## src/rtl/wifi_phy_pkg.sv

```systemverilog
// Shared WiFi PHY constants and types for the 64-point OFDM subcarrier mapper/demapper.
package wifi_phy_pkg;

  localparam int unsigned N_FFT   = 64;
  localparam int unsigned N_DATA  = 48;
  localparam int unsigned N_PILOT = 4;
  localparam int unsigned IDX_W   = 6;

  // Pilot positions in IFFT natural order; slot order follows frequency -21, -7, +7, +21.
  localparam logic [IDX_W-1:0] PILOT_IDX_S0 = 6'd43;
  localparam logic [IDX_W-1:0] PILOT_IDX_S1 = 6'd57;
  localparam logic [IDX_W-1:0] PILOT_IDX_S2 = 6'd7;
  localparam logic [IDX_W-1:0] PILOT_IDX_S3 = 6'd21;

  localparam logic [IDX_W-1:0] NULL_LO = 6'd27;
  localparam logic [IDX_W-1:0] NULL_HI = 6'd37;

  typedef enum logic [1:0] {
    ST_IDLE,
    ST_PFETCH,
    ST_MAP
  } map_state_t;

  typedef enum logic [1:0] {
    SC_NULL,
    SC_PILOT,
    SC_DATA
  } sc_class_t;

endpackage

```

## src/rtl/wifi_subcarrier_classifier.sv

```systemverilog
// Combinational subcarrier classifier: IFFT index -> null / pilot / data plus pilot slot.
module wifi_subcarrier_classifier
  import wifi_phy_pkg::*;
(
  input  logic [IDX_W-1:0] idx,
  output sc_class_t        sc_class,
  output logic [1:0]       pilot_slot
);

  always_comb begin
    sc_class   = SC_DATA;
    pilot_slot = 2'd0;
    if ((idx == '0) || ((idx >= NULL_LO) && (idx <= NULL_HI))) begin
      sc_class = SC_NULL;
    end else begin
      case (idx)
        PILOT_IDX_S0: begin sc_class = SC_PILOT; pilot_slot = 2'd0; end
        PILOT_IDX_S1: begin sc_class = SC_PILOT; pilot_slot = 2'd1; end
        PILOT_IDX_S2: begin sc_class = SC_PILOT; pilot_slot = 2'd2; end
        PILOT_IDX_S3: begin sc_class = SC_PILOT; pilot_slot = 2'd3; end
        default:      sc_class = SC_DATA;
      endcase
    end
  end

endmodule

```

## src/rtl/wifi_pilot_subcarrier_mapper.sv

```systemverilog
// Assembles one 64-subcarrier OFDM frame per symbol from 4 fetched pilots and 48 mapper samples.
module wifi_pilot_subcarrier_mapper
  import wifi_phy_pkg::*;
#(
  parameter int unsigned WIDTH = 12
) (
  input  logic             clk,
  input  logic             reset,
  input  logic             enable,
  input  logic [WIDTH-1:0] data_in_re,
  input  logic [WIDTH-1:0] data_in_im,
  input  logic             data_valid,
  output logic             data_ready,
  input  logic [WIDTH-1:0] pilot_in,
  input  logic             pilot_valid,
  output logic             pilot_en,
  output logic [WIDTH-1:0] out_re,
  output logic [WIDTH-1:0] out_im,
  output logic             out_valid,
  output logic             out_sos,
  output logic             out_eos,
  output logic             pilot_overrun
);

  map_state_t       state;
  logic [IDX_W-1:0] idx;
  logic [2:0]       en_cnt;
  logic [2:0]       pcnt;
  logic [WIDTH-1:0] pilot_buf [N_PILOT];

  sc_class_t        cur_class;
  logic [1:0]       cur_slot;
  logic             advance;

  wifi_subcarrier_classifier u_classifier (
    .idx        (idx),
    .sc_class   (cur_class),
    .pilot_slot (cur_slot)
  );

  assign data_ready = (state == ST_MAP) && (cur_class == SC_DATA);
  assign advance    = (cur_class != SC_DATA) || data_valid;

  always_ff @(posedge clk or negedge reset) begin
    if (!reset) begin
      state         <= ST_IDLE;
      idx           <= '0;
      en_cnt        <= '0;
      pcnt          <= '0;
      pilot_en      <= 1'b0;
      out_re        <= '0;
      out_im        <= '0;
      out_valid     <= 1'b0;
      out_sos       <= 1'b0;
      out_eos       <= 1'b0;
      pilot_overrun <= 1'b0;
      for (int unsigned i = 0; i < N_PILOT; i++) begin
        pilot_buf[i] <= '0;
      end
    end else begin
      out_valid <= 1'b0;
      out_sos   <= 1'b0;
      out_eos   <= 1'b0;
      out_re    <= '0;
      out_im    <= '0;

      case (state)
        ST_IDLE: begin
          pilot_en <= 1'b0;
          if (enable) begin
            state    <= ST_PFETCH;
            pilot_en <= 1'b1;
            en_cnt   <= '0;
            pcnt     <= '0;
          end
        end

        ST_PFETCH: begin
          // pilot_en was raised on entry; drop it after the 4th high cycle (en_cnt == 3).
          if (en_cnt < 3'd4) begin
            en_cnt <= en_cnt + 3'd1;
          end
          pilot_en <= (en_cnt < 3'd3);

          if (pilot_valid) begin
            if (pcnt < 3'd4) begin
              pilot_buf[pcnt[1:0]] <= pilot_in;
              pcnt                 <= pcnt + 3'd1;
            end else begin
              pilot_overrun <= 1'b1;
            end
          end

          if ((pcnt == 3'd4) && (en_cnt == 3'd4)) begin
            state <= ST_MAP;
            idx   <= '0;
          end
        end

        ST_MAP: begin
          if (advance) begin
            out_valid <= 1'b1;
            out_sos   <= (idx == '0);
            out_eos   <= (idx == '1);
            case (cur_class)
              SC_PILOT: out_re <= pilot_buf[cur_slot];
              SC_DATA: begin
                out_re <= data_in_re;
                out_im <= data_in_im;
              end
              default: ;
            endcase
            idx <= idx + 6'd1;

            // enable is only honoured at the symbol boundary, so frames are never truncated.
            if (idx == '1) begin
              if (enable) begin
                state    <= ST_PFETCH;
                pilot_en <= 1'b1;
                en_cnt   <= '0;
                pcnt     <= '0;
              end else begin
                state <= ST_IDLE;
              end
            end
          end
        end

        default: state <= ST_IDLE;
      endcase
    end
  end

endmodule

```

## config.mk

```make
export PLATFORM = sky130hd
export DESIGN_NAME = wifi_pilot_subcarrier_mapper
export DESIGN_NICKNAME = d
export VERILOG_FILES = /design/src/rtl/wifi_phy_pkg.sv /design/src/rtl/wifi_subcarrier_classifier.sv /design/src/rtl/wifi_pilot_subcarrier_mapper.sv
export SDC_FILE = /design/constraint.sdc
export NUM_CORES = 1
export LEC_CHECK = 0
export ABC_AREA = 1
export CAP_MARGIN = 20
export CORE_UTILIZATION = 46
export CTS_BUF_LIST = sky130_fd_sc_hd__clkbuf_16
export CTS_CLUSTER_SIZE = 40
export DETAILED_ROUTE_END_ITERATION = 8
export GPL_TIMING_DRIVEN = 0
export HOLD_SLACK_MARGIN = 0.15
export PLACE_DENSITY = 0.77
export SLEW_MARGIN = 5
export SYNTH_ARGS = -nofsm -noshare
export SYNTH_HDL_FRONTEND = slang
export SYNTH_SLANG_ARGS = --single-unit
```

## constraint.sdc

```tcl
create_clock -name clk -period 4.6 [get_ports clk]
set_clock_uncertainty 0.15 [all_clocks]
set_input_delay 0.46 -clock clk [delete_from_list [all_inputs] [get_ports clk]]
set_output_delay 0.46 -clock clk [all_outputs]
set_load 0.005 [all_outputs]
```

==> flow_summary.toml <==
[drt]
drt_iter0_markers = 317
vias = 3828
drt_wl_total_mm = 10.4
drc_errors = 0
drt-wirelength-per-cell_um = 14.3
vias_per_cell = 5.24
firstDrtPassIters = 5
ant_nets = 0

[timing]
layout_setup_ws_ps = 1680
period_needed_ps = 2920
drv_slew = 0
max_freq_mhz = 343
rsz0062_at_grt = "no"
timing.slew.headroom_pct = 58.2
setup_viol = 0
hold_violations = 0
worst_slew_pin_slew_ps = 627
whs_ps = 329
finalCritPeriodShare_pct = 63.4

[yosys]
syn-instance-count = 513
yosysSeqAreaShare_pct = 51.2
yosys.cell_count.top_type = "nand2_1"
synth_top_area_cell = "dfrtp_1"
synthFlopType = "dfrtp_1"
synth_compound_area_share_pct = 13.2
synthesis.area_mm2 = 0.00445
synth_top_family_by_area = "simple AND/OR/NAND/NOR gates"
muxShareOfSynthArea_pct = 0
synth-simple-area-share_pct = 24.0
synth_xor_area_share_pct = 0.984
synth_cell_types = 36
synth-adder-area-share_pct = 3.94
synthTopCellsByCount = "nand2_1 (128), dfrtp_1 (91), o21ai_0 (67)"
synth_area_leaders = "dfrtp_1 (51%), nand2_1 (11%), o21ai_0 (7.5%)"
synthArstFlopShare_pct = 100
synth.ff_latch_count = 91
synth_nets = 568
synth.top_cell.area_share_pct = 51.2
synth_area_per_cell_um2 = 8.67
ys_warn_count = 0
synth_edf_count = 0

[die]
ioPinCount = 71
rows = 35
die_x_um = 100
dieArea_mm2 = 0.0101
initial_core_util_pct = 47.9
die_y_um = 100
core-area_mm2 = 0.00928

[grt]
grt_max_degree = 50
grt_overflow = 0
grt_pass1_vias = 3655
antenna_found_initial = 0
grt_pass1_wl_mm = 17.2
grt.total_usage_pct = 22.0

[final_layout]
area_growth_pct = 27.1
fill_cells = 786
final_cells = 730
multiInputGateArea_mm2 = 0.00187
layout-drive-gt1-share_pct = 12.8
seqCellArea_mm2 = 0.00228
utilization_pct = 60.9
design_area_mm2 = 0.00565
n_antenna_cell = 0
nets = 651

[clock_network]
htreeDepth = 3
cts_tree = "done"
cts.reportedPaths.clkPinSlew_ps = 70
clk_latency_ps = 340
cts-root-buf = "clkbuf_16"
cts_max_path_buffers = 2
cts_num_sinks = 91
numCtsBuffers = 9

[critical_path]
slowest_delay_ps = 520
critPathKind = "reg2out"
crit_chain = "inv_1 -> ha_1 -> clkinv_1 -> nor2_4 -> clkdlybuf4s50_1"
worstPathMaxFanout = 9
worstSetupEndpointType = "output port"
startpoint_type = "flop"
critPathSlowestCell = "clkdlybuf4s50_1"
worstPathRequired_ps = 3990
worstPathArrival_ps = 2310

[placement]
portBuffers = 70
dp_hpwl_mm = 7.35
dp_cells = 713
gp_congestion = 0.936
place_worst_setup_slack_ps = 2050
dpl_cell_area_mm2 = 0.00534

[power_and_ir_drop]
total_leakage_power_nw = 2.65
ir_drop_v = 0.000220
p_per_area_mw_per_mm2 = 485

[flow_run]
max-cap-violations = 0

[run_status]
status = "finished, final reports clean"

[hold_path]
hold_path_class = "reg2reg"
==> worst max-delay path: cells and delay by family, from the launching register on <==
| family | cells | cell delay [ps] |
|---|---|---|
| buffers and inverters | 3 | 980 |
| adders and majority gates | 1 | 360 |
| and+or+nand+nor | 1 | 210 |
| DFF | 1 | 410 |
==> power breakdown <==
group	internal, mW	switching [mW]
Sequential	1.03	0.129
Clock	0.430	0.327
Combinational	0.341	0.485
==> state kept, by name, summed over array words and instances (netlist names), 2 cells and up <==
signal	cells
out_re	12
pcnt	3
out_im	12
state	2
pilot_buf	48
en_cnt	3
idx	6
==> per-layer routing <==
layer	part of all wire, %	wire, um	vias up	GRT usage, %
li1	-	-	1825	-
met1	44	4580	1833	28.7
met2	48	4990	153	36.3
met3	6.6	685	17	4.67
met4	1.9	196	0	7.92
met5	0	0	-	0
==> kinds of logic (layout without fill, tap and decap cells) <==
family | Yosys count | in the layout
adder cells (fa/ha/maj) | 14 | 14
buffers and inverters | 73 | 161
AO/OA/AOI/OAI | 104 | 104
XOR/XNOR | 5 | 5
flip-flops | 91 | 91
AND/OR/NAND/NOR | 226 | 226
==> cell usage in the layout, fill, tap and decap left out, types with 5 or more instances in the layout <==
cell,count
nand2_2,5
clkdlybuf4s50_1,69
nand2_1,128
ha_1,14
a21oi_1,11
buf_2,5
nor2_4,12
a21oi_2,7
inv_2,5
clkbuf_16,9
nor2_1,31
dfrtp_1,91
nand3_1,22
o22ai_1,6
nand4_1,7
or2_2,12
o21ai_0,67
clkbuf_1,10
inv_1,48
==> final timing paths <==
check | startpoint | to | slack (ps) | depth (start not counted)
hold / removal | pilot_overrun$_DFFE_PN0P_ | pilot_overrun$_DFFE_PN0P_ | 330 | 1
setup reg to reg | state[1]$_DFFE_PN0P_ | pilot_buf[10]$_DFFE_PN0P_ | 2240 | 9
min in group asynchronous | reset | out_re[8]$_DFF_PN0_ | 500 | 2
hold reg to reg | pilot_overrun$_DFFE_PN0P_ | pilot_overrun$_DFFE_PN0P_ | 330 | 1
setup / recovery | state[0]$_DFFE_PN0P_ | data_ready | 1680 | 5
max in group asynchronous | reset | out_sos$_DFF_PN0_ | 3170 | 3
==> timing repair <==
item | 4_1_cts | 5_1_grt
hold buffers | 1 | 0
endpoints found under the hold margin | 42 | 0
buffers inserted | 0 | 0
gates resized for setup | 0 | 0
==> final cells by class <==
cell class                      instances  area share [%]
Sequential cell                        91            40.3
Multi-Input combinational cell        349            33.1
Timing Repair Buffer                   72            13.0
Clock buffer                            9            3.98
Inverter                               54            3.59
Tap cell                              129            2.86
Buffer                                 19            1.70
Clock inverter                          7            1.44
==> through the flow <==
step,total power [mW],setup TNS [ps]
after floorplan,1.71,0
after CTS,2.75,0
after global placement,1.94,-23940
after global routing,2.93,0
after detailed placement,1.98,0
final,2.74,0
Note: power is estimated with default switching activity, not from simulation.
